--- src/rtl/diag_func_seq.sv ---
// Console-side diagnostic function sequencer: drives EBUS ds/diagStrobe/data with fixed
// setup/strobe/hold timing and captures read data. DIAG_FUNC_SEQ_PARITY_EN adds EBUS parity.
module diag_func_seq #(
    parameter int unsigned SETUP_CYC  = 2,
    parameter int unsigned STROBE_CYC = 4,
    parameter int unsigned HOLD_CYC   = 2
) (
    input  logic        clk,
    input  logic        reset_n,
    input  logic        req_valid,
    output logic        req_ready,
    input  logic [0:6]  req_func,
    input  logic [35:0] req_wdata,
    output logic        rsp_valid,
    output logic [35:0] rsp_rdata,
    output logic [0:6]  ebus_ds,
    output logic        ebus_diag_strobe,
    output logic [35:0] ebus_data_out,
    output logic        ebus_drive,
    input  logic [35:0] ebus_data_in,
`ifdef DIAG_FUNC_SEQ_PARITY_EN
    output logic        ebus_parity_out,
    input  logic        ebus_parity_in,
    output logic        rsp_par_err,
`endif
    output logic        busy
);

    localparam logic [3:0] SetupLoad  = 4'(SETUP_CYC - 1);
    localparam logic [3:0] StrobeLoad = 4'(STROBE_CYC - 1);
    localparam logic [3:0] HoldLoad   = (HOLD_CYC == 0) ? 4'd0 : 4'(HOLD_CYC - 1);

    typedef enum logic [2:0] {StIdle, StSetup, StStrobe, StHold, StDone} state_e;

    state_e     state_q;
    logic [3:0] cnt_q;
    logic       is_read_q;
    logic       enter_done;

    always_comb begin
        enter_done = 1'b0;
        if (cnt_q == 4'd0) begin
            if (state_q == StHold) enter_done = 1'b1;
            if (state_q == StStrobe && HOLD_CYC == 0) enter_done = 1'b1;
        end
    end

    always_ff @(posedge clk) begin
        if (!reset_n) begin
            state_q          <= StIdle;
            cnt_q            <= 4'd0;
            is_read_q        <= 1'b0;
            req_ready        <= 1'b1;
            busy             <= 1'b0;
            rsp_valid        <= 1'b0;
            rsp_rdata        <= '0;
            ebus_ds          <= '0;
            ebus_diag_strobe <= 1'b0;
            ebus_data_out    <= '0;
            ebus_drive       <= 1'b0;
`ifdef DIAG_FUNC_SEQ_PARITY_EN
            ebus_parity_out  <= 1'b0;
            rsp_par_err      <= 1'b0;
`endif
        end else begin
            unique case (state_q)
                StIdle: begin
                    if (req_valid) begin
                        state_q       <= StSetup;
                        cnt_q         <= SetupLoad;
                        is_read_q     <= req_func[0];
                        req_ready     <= 1'b0;
                        busy          <= 1'b1;
                        ebus_ds       <= req_func;
                        ebus_drive    <= ~req_func[0];
                        ebus_data_out <= req_func[0] ? 36'd0 : req_wdata;
                        if (!req_func[0]) rsp_rdata <= '0;
`ifdef DIAG_FUNC_SEQ_PARITY_EN
                        ebus_parity_out <= ~req_func[0] & ~^req_wdata;
                        rsp_par_err     <= 1'b0;
`endif
                    end
                end
                StSetup: begin
                    if (cnt_q == 4'd0) begin
                        state_q          <= StStrobe;
                        cnt_q            <= StrobeLoad;
                        ebus_diag_strobe <= 1'b1;
                    end else begin
                        cnt_q <= cnt_q - 4'd1;
                    end
                end
                StStrobe: begin
                    if (cnt_q == 4'd0) begin
                        ebus_diag_strobe <= 1'b0;
                        state_q          <= (HOLD_CYC == 0) ? StDone : StHold;
                        cnt_q            <= HoldLoad;
                        // Capture on the last strobe cycle, when the addressed board is settled.
                        if (is_read_q) begin
                            rsp_rdata <= ebus_data_in;
`ifdef DIAG_FUNC_SEQ_PARITY_EN
                            rsp_par_err <= ~^{ebus_data_in, ebus_parity_in};
`endif
                        end
                    end else begin
                        cnt_q <= cnt_q - 4'd1;
                    end
                end
                StHold: begin
                    if (cnt_q == 4'd0) begin
                        state_q <= StDone;
                    end else begin
                        cnt_q <= cnt_q - 4'd1;
                    end
                end
                StDone: begin
                    state_q   <= StIdle;
                    rsp_valid <= 1'b0;
                    req_ready <= 1'b1;
                    busy      <= 1'b0;
                end
                default: state_q <= StIdle;
            endcase

            if (enter_done) begin
                rsp_valid     <= 1'b1;
                ebus_ds       <= '0;
                ebus_drive    <= 1'b0;
                ebus_data_out <= '0;
`ifdef DIAG_FUNC_SEQ_PARITY_EN
                ebus_parity_out <= 1'b0;
`endif
            end
        end
    end

endmodule

--- config.mk ---
export PLATFORM = sky130hd
export DESIGN_NAME = diag_func_seq
export DESIGN_NICKNAME = d
export VERILOG_FILES = /design/src/rtl/diag_func_seq.sv
export SDC_FILE = /design/constraint.sdc
export NUM_CORES = 1
export LEC_CHECK = 0
export BUFFER_PORTS_ARGS = -buffer_cell sky130_fd_sc_hd__buf_4
export CORE_AREA = 2 2 103 105
export CTS_CLUSTER_DIAMETER = 30
export DETAILED_ROUTE_END_ITERATION = 8
export DIE_AREA = 0 0 105 107
export PLACE_DENSITY_LB_ADDON = 0.3
export SYNTH_ARGS = -nofsm -noshare
export SYNTH_HDL_FRONTEND = slang
export SYNTH_SLANG_ARGS = --single-unit
--- constraint.sdc ---
create_clock -name clk -period 2 [get_ports clk]
set_clock_uncertainty 0.15 [all_clocks]
set_input_delay 0.1 -clock clk [delete_from_list [all_inputs] [get_ports clk]]
set_output_delay 0.1 -clock clk [all_outputs]
set_load 0.03 [all_outputs]
* Word-level counts from Yosys, hierarchy flattened *
Cells that the tools add are included.

word-level totals
  input port bits = 82
  flip-flop bits (word level) = 92
  output and inout port bits = 84
  word-level logic and storage cells = 66

operators by class
  add/sub/neg operators = 1
  reductions and logical operators = 14
  mux-type cells = 27
  bitwise operators = 2
  equal/unequal tests = 11

operators with widths
  cell                                               count
  two-way mux 36 bit                                 5
  one-hot mux 36 bit (2 select lines)                1
  two-way mux 4 bit                                  4
  one-hot mux 4 bit (4 select lines)                 1
  inequality test 2 bit (second input constant)      7
  two-way mux 3 bit                                  4
  one-hot mux 3 bit (4 select lines)                 1
  two-way mux 1 bit                                  8
  nonzero test 2 bit                                 4
  == test 3 x 2 -> 1 bit (second input constant)     2
  one-hot mux 1 bit (2 select lines)                 3
  AND reduction 3 bit                                2
  AND reduction 5 bit                                1
  logical NOT 4 bit                                  1
  AND reduction 2 bit                                2
  AND reduction 4 bit                                1
  nonzero test 4 bit                                 1
  subtractor 4 x 1 -> 4 bit (second input constant)  1
  == test 3 x 1 -> 1 bit (second input constant)     1
  == test 3 bit (second input constant)              1
  logical NOT 3 bit                                  1
  inverter 1 bit                                     2
  OR reduction 2 bit                                 1

* Depth between registers and ports, before layout *
  depth in word-level cells = 4
  gate-level depth with buffers = 8
  gate-level depth less buffers = 6

* Worst setup path after synthesis *
Ideal clock, no wire load.

  path kind = register to register
  start = register cnt_q[0]
  end = register rsp_rdata[10]
  data arrival time = 1596 ps
  path slack = 112 ps
  required time = 1709 ps
  path buffers = 2
  period minus slack after synthesis = 1888 ps
  cell stages (with the launch flop) = 9
  library setup time = 141 ps
  cells stage by stage = dfxtp_1 > inv_1 > ha_1 > nor3b_1 > buf_2 > nand4b_1 > clkbuf_1 > nand3_1 > a21oi_1

between the ends
  word-level cells in the longest chain between the ends = 3

ends and longest elaborated chain
  item                                    line  text
  start: declaration                      36    logic [3:0] cnt_q;
  start signal: assignment                70    cnt_q <= SetupLoad;
  start signal: assignment                87    cnt_q <= StrobeLoad;
  start signal: assignment                90    cnt_q <= cnt_q - 4'd1;
  logical NOT 4 bit                       94    if (cnt_q == 4'd0) begin
  inequality test 2 bit (no source line)  -
  AND reduction 5 bit (no source line)    -
  end signal: assignment                  100   rsp_rdata <= ebus_data_in;
  end: declaration                        15    output logic [35:0] rsp_rdata,

No other way between the ends.
A chain may end at the register's enable or synchronous reset.

* Worst setup path after layout *
  start = register cnt_q[0]
  end = register rsp_rdata[23]

Same word-level chain as after synthesis.

==> metrics.yaml <==
status: "completed"
top_usage_layer: "met2"
yosys.area.top_type_share_pct: 46.2
core_area_um2: 10100
worst-path-stages: 8
ys_types: 40
cts_sinks: 92
synth.area.mux_share_pct: 0
synth_xor_area_share_pct: 0.220
synth_compound_area_share_pct: 22.0
synth_top_family_by_area: "simple AND/OR/NAND/NOR gates"
rsz0062_at_grt: "no"
power_mw: 5.98
synth_area_leaders: "dfxtp_1 (46%), a21oi_1 (8.8%), nand3b_1 (6.8%)"
drc: 0
synthCells: 444
firstDrtPassIters: 5
detailedPlace.worstSlack_ps: 73.1
clk-insertion-delay-late_ps: 340
finalCritPeriodShare_pct: 93.5
final_layout_size_suffix_gt1_share_pct: 36.6
leakage_nw: 2.52
yosysMostFrequentCell: "dfxtp_1"
seqPwrFrac_pct: 37.4
grt-ovfl-total: 0
yosys-top-cells-count: "dfxtp_1 (92), a21oi_1 (70), nand2_1 (60), nand3b_1 (36), o211ai_1 (36)"
die_w_um: 105
synth-edff-count: 0
floorplan.die_area_um2: 11200
wl_per_cell_um: 15.2
synthArstFlopShare_pct: 0
io_pins: 166
worstMarginPinSlew_ps: 370
cp_top_family: "buffers and inverters"
timing.rr.start: "cnt_q[0]"
synth-simple-area-share_pct: 24.3
hold_end: "is_read_q"
final.setup.tns_ps: 0
dpl.hpwl_um: 7270
holdCritPathClass: "input pin to flop"
final_area_um2: 6420
gp_congestion: 0.817
layout.cells.non_filler: 813
vdd_ir_drop_max_mv: 0.563
cp_max_fo: 36
synth_adder_area_share_pct: 0.628
grt_pass1_vias: 4096
p_sw_mw: 2.29
worst-r2r-cell-count: 8
finalCriticalPeriod_ps: 1870
cp.required_ps: 2070
start_util_pct: 39.5
switching_share_pct: 38.3
path_buf_inv: 3
crit_path_start_kind: "flop"
p_clk_share_pct: 21.3
synth.ff_latch_count: 92
yosys_most_used_dff: "dfxtp_1"
viasPerCell: 5.15
combPwrFrac_pct: 41.3
power-per-cell-area_nw_per_um2: 932
gr-usage-all-layers_pct: 20.9
num_vias: 4189
rows: 37
hold_violations: 0
post_cts_buffers: 0
io_buffers: 165
critPathKind: "flop to flop"
grt_util_met3_pct: 5.05
end_kind: "flop"
ys_seq_area_share_pct: 46.2
postPlaceCellArea_um2: 5360
relSlewSlack_pct: 75.3
use_met2_pct: 36.0
drv_cap: 0
nNetsFinal: 757
n_antenna_cell: 0
dp_cells: 716
multi_input_area_um2: 1900
cts.root.buffer_cell: "clkbuf_8"
slowest_stage: "dfxtp_2"
num-fill-cells: 792
yosys_warnings: 0
antenna_found_initial: 0
syn-cell-area_um2: 3990
grt_max_degree: 45
critPathMaxStageDelay_ps: 340
cts_buffer_depth: 2
layout_setup_ws_ps: 129
seqCellArea_um2: 1840
rrSetupSlack_ps: 130
drtAntennaViolNets: 0
cts_buffers: 9
startpoint: "cnt_q[0]"
slew_viol_final: 0
met1_usage_pct: 25.3
crit_arrival_ps: 1940
drt_iter0_drc: 153
syn_avg_cell_area_um2: 8.98
drt-total-wl_um: 12400
syn-num-nets: 528
crit_chain: "inv_1 > ha_1 > nor3b_2 > buf_4 > nand4b_1 > buf_12 > nand3_1 > a21oi_1"
p_int_mw: 3.69
htree_levels: 3
grt_pass1_wl_um: 19500
max_clock_freq_mhz: 535
worstHoldPathCells: 3
die_h_um: 107
area_growth_syn_to_layout_pct: 61.0
cts_tree: "yes"
hp-start: "req_func[0]"
yosysTopAreaCell: "dfxtp_1"
reg2reg_to: "rsp_rdata[23]"
clk_pin_slew_ps: 90
setup_viol: 0
## registers in the layout, indices dropped and copies added (netlist names)
name / flops
busy: 1
cnt_q: 4
ebus_data_out: 36
ebus_diag_strobe: 1
ebus_drive: 1
ebus_ds: 7
is_read_q: 1
req_ready: 1
rsp_rdata: 36
rsp_valid: 1
state_q: 3
## cell families after synthesis
family / after synthesis
simple gates: 163
fa+ha+maj: 2
compound gates: 138
flops: 92
buf+inv: 48
xor+xnor: 1
## what timing repair did
item | 4_1_cts | 5_1_grt
gates resized for setup | 0 | 7
hold buffers | 81 | 0
endpoints found under the hold margin | 85 | 0
endpoints found under the setup margin | 0 | 83
## final cells by class
| class | count | share of cell area (%) |
|---|---|---|
| Multi-Input combinational cell | 304 | 29.6 |
| Tap cell | 136 | 2.65 |
| Timing Repair Buffer | 263 | 35.8 |
| Clock inverter | 5 | 0.956 |
| Sequential cell | 92 | 28.7 |
| Clock buffer | 10 | 2.15 |
| Inverter | 3 | 0.176 |
## cells in the final DEF, fill, tap and decap left out, types with 3 or more instances in the layout
master / n
nor2_1: 9
nand3_1: 18
nand3b_1: 36
dfxtp_1: 90
nand2_1: 59
nor3_1: 3
nand3_2: 19
buf_12: 8
clkinvlp_4: 3
buf_4: 173
o21ai_0: 4
a21oi_1: 69
inv_1: 3
clkbuf_8: 10
dlygate4sd3_1: 81
a21oi_2: 20
o211ai_1: 36
## power groups by stage
| stage | Sequential [mW] | Combinational (mW) | Clock, mW |
|---|---|---|---|
| after floorplan | 2.58 | 1.18 | 0 |
| after global placement | 2.25 | 2.24 | 0 |
| after detailed placement | 2.26 | 2.28 | 0 |
| after CTS | 2.23 | 2.42 | 1.31 |
| after global routing | 2.27 | 2.67 | 1.39 |
| final | 2.24 | 2.47 | 1.27 |
## per-stage QoR
stage | hold WS, ps | utilization [%]
detailed placement | 209 | 53.1
floorplan | 86.0 | -
CTS | 26.1 | 63.1
global route | 50.2 | 63.6
global placement | 197 | 53.1
finish | 41.6 | 63.6
## per-layer routing
layer  wire length (µm)  vias to the layer above
met1               5220                     1961
met5                  0                        -
li1                   -                     2028
met4                243                        0
met2               6090                      176
met3                816                       24
## worst min-delay path: cells and delay by family
| kind | cells | cell delay [ps] |
|---|---|---|
| compound gates | 1 | 60 |
| simple gates | 1 | 120 |
| buf+inv | 1 | 220 |
## how the worst max path moves through the flow
stage / to / slack, ps
2_1_floorplan: rsp_rdata[10] / 110
3_3_place_gp: rsp_rdata[10] / 160
3_5_place_dp: ebus_data_out[24] / 70
4_1_cts: ebus_data_out[30] / 60
5_1_grt: rsp_rdata[32] / 10
6_report: rsp_rdata[23] / 130
Note: power is estimated with default switching activity, not from simulation.
